<file path="config.mk">
export PLATFORM = sky130hd
export DESIGN_NAME = mem_bus_arbiter
export DESIGN_NICKNAME = d
export VERILOG_FILES = /design/src/rtl/mem_bus_arbiter.sv
export SDC_FILE = /design/constraint.sdc
export NUM_CORES = 1
export LEC_CHECK = 0
export ABC_AREA = 1
export ABC_CLOCK_PERIOD_IN_PS = 2000
export CAP_MARGIN = 20
export CORE_MARGIN = 2
export CORE_UTILIZATION = 26
export CTS_CLUSTER_DIAMETER = 200
export DETAILED_ROUTE_END_ITERATION = 8
export PLACE_DENSITY = 0.91
export SLEW_MARGIN = 30
export SYNTH_ARGS = -nofsm -noshare
export SYNTH_HDL_FRONTEND = slang
export SYNTH_SLANG_ARGS = --single-unit
</file>
<file path="constraint.sdc">
create_clock -name i_clk -period 2 [get_ports i_clk]
set_input_delay 0.4 -clock i_clk [delete_from_list [all_inputs] [get_ports i_clk]]
set_output_delay 0.4 -clock i_clk [all_outputs]
set_load 0.01 [all_outputs]
</file>
<file path="src/rtl/mem_bus_arbiter.sv">
// Three-way memory bus arbiter: fetch, core data and debug/loader ports.
// Includes a fetch starvation guard and a pause/drain handshake for the MCU.
module mem_bus_arbiter #(
    parameter int STARVE_MAX = 4
) (
    input  logic        i_clk,
    input  logic        i_rst,
    input  logic        i_fReq,
    input  logic [14:0] i_fAddr,
    input  logic        i_dReq,
    input  logic        i_dWr,
    input  logic [15:0] i_dAddr,
    input  logic [15:0] i_dWData,
    input  logic        i_gReq,
    input  logic        i_gWr,
    input  logic [15:0] i_gAddr,
    input  logic [15:0] i_gWData,
    output logic        o_fGnt,
    output logic        o_dGnt,
    output logic        o_gGnt,
    output logic        o_fValid,
    output logic        o_dValid,
    output logic        o_gValid,
    output logic [15:0] o_rData,
    output logic        o_memEn,
    output logic        o_memWr,
    output logic [15:0] o_memAddr,
    output logic [15:0] o_memWData,
    input  logic [15:0] i_memRData,
    input  logic        i_pauseReq,
    output logic        o_pauseAck
);

    typedef enum logic [1:0] {
        S_RUN    = 2'd0,
        S_DRAIN  = 2'd1,
        S_PAUSED = 2'd2
    } state_e;

    localparam logic [1:0] OWN_F = 2'd0;
    localparam logic [1:0] OWN_D = 2'd1;
    localparam logic [1:0] OWN_G = 2'd2;
    localparam logic [3:0] SMAX  = 4'(STARVE_MAX);

    state_e      state_q, state_d;
    logic [3:0]  starve_q, starve_d;
    logic        out_q, out_d;
    logic [1:0]  owner_q, owner_d;
    logic        pause_ack_q, pause_ack_d;

    logic        core_ok;
    logic        starved;
    logic        f_gnt, d_gnt, g_gnt;
    logic        rd_gnt;
    logic [1:0]  rd_owner;

    // Core ports are shut off as soon as a pause is requested.
    assign core_ok = (state_q == S_RUN) && !i_pauseReq;
    assign starved = (starve_q >= SMAX);

    // Grant selection: starved fetch first, then debug > data > fetch.
    always_comb begin
        f_gnt = 1'b0;
        d_gnt = 1'b0;
        g_gnt = 1'b0;
        if (!i_rst) begin
            if (core_ok && i_fReq && starved) f_gnt = 1'b1;
            else if (i_gReq)                  g_gnt = 1'b1;
            else if (core_ok && i_dReq)       d_gnt = 1'b1;
            else if (core_ok && i_fReq)       f_gnt = 1'b1;
        end
    end

    assign o_fGnt = f_gnt;
    assign o_dGnt = d_gnt;
    assign o_gGnt = g_gnt;

    // Memory command mux; fetch is a word-aligned read.
    always_comb begin
        o_memEn    = 1'b0;
        o_memWr    = 1'b0;
        o_memAddr  = 16'h0000;
        o_memWData = 16'h0000;
        rd_gnt     = 1'b0;
        rd_owner   = OWN_F;
        if (f_gnt) begin
            o_memEn   = 1'b1;
            o_memAddr = {i_fAddr, 1'b0};
            rd_gnt    = 1'b1;
            rd_owner  = OWN_F;
        end else if (d_gnt) begin
            o_memEn    = 1'b1;
            o_memWr    = i_dWr;
            o_memAddr  = i_dAddr;
            o_memWData = i_dWData;
            rd_gnt     = !i_dWr;
            rd_owner   = OWN_D;
        end else if (g_gnt) begin
            o_memEn    = 1'b1;
            o_memWr    = i_gWr;
            o_memAddr  = i_gAddr;
            o_memWData = i_gWData;
            rd_gnt     = !i_gWr;
            rd_owner   = OWN_G;
        end
    end

    // Next state, starve counter, outstanding read tracking and ack.
    always_comb begin
        state_d  = state_q;
        starve_d = starve_q;
        out_d    = rd_gnt;
        owner_d  = rd_gnt ? rd_owner : owner_q;
        unique case (state_q)
            S_RUN: begin
                if (i_pauseReq) state_d = S_DRAIN;
            end
            S_DRAIN: begin
                if (!i_pauseReq)  state_d = S_RUN;
                else if (!out_q)  state_d = S_PAUSED;
            end
            S_PAUSED: begin
                if (!i_pauseReq) state_d = S_RUN;
            end
            default: state_d = S_RUN;
        endcase
        if (state_q == S_RUN) begin
            if (!i_fReq || f_gnt) starve_d = 4'd0;
            else if (!starved)    starve_d = starve_q + 4'd1;
        end
        pause_ack_d = (state_d == S_PAUSED);
    end

    // State registers with asynchronous reset.
    always_ff @(posedge i_clk or posedge i_rst) begin
        if (i_rst) begin
            state_q     <= S_RUN;
            starve_q    <= 4'd0;
            out_q       <= 1'b0;
            owner_q     <= OWN_F;
            pause_ack_q <= 1'b0;
        end else begin
            state_q     <= state_d;
            starve_q    <= starve_d;
            out_q       <= out_d;
            owner_q     <= owner_d;
            pause_ack_q <= pause_ack_d;
        end
    end

    assign o_fValid   = out_q && (owner_q == OWN_F);
    assign o_dValid   = out_q && (owner_q == OWN_D);
    assign o_gValid   = out_q && (owner_q == OWN_G);
    assign o_rData    = out_q ? i_memRData : 16'h0000;
    assign o_pauseAck = pause_ack_q;

endmodule

</file>
==> summary.md <==
| Metric | Value |
|---|---|
| Core outline area | 4690 um2 |
| Height of the die | 73.5 um |
| Number of DRC markers in iteration 0 | 66 |
| Residual DRC | 0 |
| CP max FO | 8 |
| Setup WS post-layout | -60.6 ps |
| Worst-path clk slew | 50 ps |
| Global Route Usage Sum | 20.3% |
| Crit path top cell by count | nand2_1 |
| CTS Buf Count | 3 |
| Switching power share of the total | 33.6% |
| Fillcell total | 363 |
| Worst slew pin tran | 329 ps |
| Wirelength, routed | 6.22 mm |
| Max-slew violations | 0 |
| NumNets Final | 523 |
| Crit-path slowest cell | dfrtp_1 |
| Synth area leader | nand2_1 |
| FF-to-FF Start | state_q[1] |
| Reg2Reg Capture Point | starve_q[0] |
| Total I/O pin count | 160 |
| Worst VDD drop | 0.255 mV |
| Die X | 73.5 um |
| Syn_nets | 329 |
| Wire length per cell | 13.2 um |
| CTS H-tree depth | 1 |
| Status | finished, violations left |
| Pin count of the biggest net entering global routing | 21 |
| Hold Crit Class | register to register |
| Hold violation count in the final report | 0 |
| Sequential area share after synthesis | 19.9% |
| Gr ovfl total | 0 |
| Clock latency on the worst-skew pair | 240 ps |
| Area grow syn2layout | 178% |
| Post-detail-place hpwl | 4.51 mm |
| Cell count of the worst reg-to-reg path | 10 |
| Post-synthesis cell count | 225 |
| Internal power | 0.867 mW |
| IO Port Bufs | 159 |
| Ys Warns | 0 |
| Initial Util | 26.8% |
| Final period util | 103% |
| Startpoint types | register |
| Delay-heaviest family, CP | simple AND/OR/NAND/NOR gates |
| Commonest non-fill, non-tap cell in the layout | clkdlybuf4s50_1 |
| Cells on Worst Hold Path | 2 |
| Unrepaired setup endpoints after global routing | true |
| First-pass GRT wire length | 8.65 mm |
| Rel. slew slack | 78.0% |
| Gpl congestion | 0.812 |
| Pwr dens | 374 nW/um2 |
| Final Util | 74.5% |
| CTS Buffer Depth | 2 |
| CTS root buffer | clkbuf_8 |
| Top post-synthesis cells by area | nand2_1 (34%), dfrtp_1 (20%), inv_1 (8.7%) |
| Diodes inserted | 0 |
| Die area | 5410 um2 |
| Antenna-violating nets left | 0 |
| CP cell instances | nor2_4 > nand2_2 > a21oi_4 > nand2_4 > buf_12 > clkinv_8 > nand2_1 > nand2_1 > buf_2 |
| Register bit total from synthesis | 10 |
| Mapped Area | 1260 um2 |
| CP bufs+invs | 3 |
| Hold EP | starve_q[1] |
| Initial antenna violation count | 0 |
| TritonCTS clock tree | done |
| Hold_buf cts | 0 |
| CTS Sinks | 10 |
| Layout cells sized above 1 | 36.6% |
| Reg2reg setup slack | 440 ps |
| Max cap viols | 0 |
| Worst setup path class | register to output pin |
| CP endpoint kind | output pin |
| Worst Min Path Start | starve_q[1] |
| Combinational Power Share | 59.4% |
| Seq pwr share | 21.0% |
| Routed vias/inst | 4.62 |
| Crit path DAT | 1660 ps |
| Mean Syn Cell Area | 5.59 um2 |
| Post-synthesis cell type count | 22 |
| Vias in the first global route | 2066 |
| Final worst clock skew | 1.66 ps |
| P_leak | 1.93 nW |
| Post-Place Setup Slack | -691 ps |
| Most frequent cells in the layout | clkdlybuf4s50_1 (117), nand2_1 (83), nand2_2 (30) |
| Min Tclk post-route | 2060 ps |
| Detailed Routing Iterations Pass 1 | 4 |
| Fmax | 485 MHz |
| Critical Path RT | 1600 ps |
| Synth top area share | 34.3% |
| Via Count | 2180 |
| Clock power share | 19.6% |
| Max incr delay on CP | 410 ps |
| Violated checks | setup timing |
| Final setup fails | 32 |
| Sw Pwr | 0.439 mW |
| Rows | 25 |
## layer usage
metal  track usage [%]  vias to the layer above  wire length [um]
met5                 0                        -                 0
met4              7.68                        0               118
met3              3.98                       11               457
met2              40.6                      113              3490
met1              20.1                      982              2150
li1                  -                     1074                 -
## cells in the mapped netlist, drive strengths merged
cell type    n
clkinv       1
o21ai        1
ha           1
dfrtp       10
nor3         4
nand2      127
nand3       24
clkbuf       2
nor2         7
a21oi        4
and3         2
inv         30
a211oi       1
nand4        4
buf          7
## power groups by stage
stage / Combinational [mW] / Sequential, mW / Clock, mW
finish: 0.776 / 0.274 / 0.256
global route: 0.834 / 0.280 / 0.270
CTS: 0.678 / 0.273 / 0.255
detailed placement: 0.674 / 0.276 / 0
global placement: 0.659 / 0.273 / 0
floorplan: 0.237 / 0.272 / 0
## state kept, by name, summed over array words and instances, names as in the netlist
| signal | flops |
|---|---|
| starve_q | 4 |
| owner_q | 2 |
| state_q | 2 |
| o_pauseAck | 1 |
| out_q | 1 |
## per-stage QoR
| stage | hold WS (ps) | area (um2) | TNS (ps) | std cells | power, mW |
|---|---|---|---|---|---|
| global route | 522 | 3500 | -3440 | 472 | 1.38 |
| CTS | 470 | 3140 | -653 | 465 | 1.21 |
| global placement | 464 | 3020 | -21870 | 450 | 0.931 |
| finish | 492 | 3500 | -1050 | 472 | 1.31 |
| detailed placement | 468 | 3020 | -23220 | 450 | 0.950 |
| floorplan | 281 | 1260 | 0 | 225 | 0.508 |
## cells by family (layout without fill, tap and decap cells)
kind of cell    count (synthesis)  count (layout)  share of synthesized area, %
compound gates                  6               6                          2.89
fa+ha+maj                       1               1                         0.995
buf+inv                        40             233                          15.7
flops                          10              10                          19.9
simple gates                  168             168                          60.5
## worst register-to-register path, cell delays in order, from the launching register on
cell and delay, ps:
dfrtp_1 410, nor2_4 180, buf_6 130, nand3_4 70
inv_1 90, nand3_2 100, buf_4 150, nand3_1 80
nand2_1 90, nand2_1 90, nand2_1 60
## final cells by class
type	instances	area (um2)	share of cell area, %
timing repair inverter	2	46.3	1.32
clock buffer	4	55.1	1.57
multi-input combinational	175	1040	29.8
sequential	10	250	7.16
inverter	31	131	3.76
tap	54	67.6	1.93
timing repair buffer	196	1900	54.5
## how the worst max path moves through the flow
stage | from | to | slack, ps | depth (start not counted)
after floorplan | i_rst | o_memAddr[10] | 250 | 6
after global placement | i_gReq | o_memAddr[1] | -630 | 7
final | state_q[1] | o_memWData[1] | -60 | 9
after CTS | state_q[0] | o_memAddr[6] | -100 | 8
after detailed placement | i_pauseReq | o_memAddr[2] | -690 | 9
after global routing | state_q[1] | o_memWData[1] | -140 | 9
## repair_timing
action / CTS / global route
resized for setup: 160 / 94
setup endpoints to repair: 37 / 37
cloned: 2 / 2
setup buffers: 11 / 5
pin swaps: 6 / 28
No activity file was read; power rests on OpenSTA's default activity.
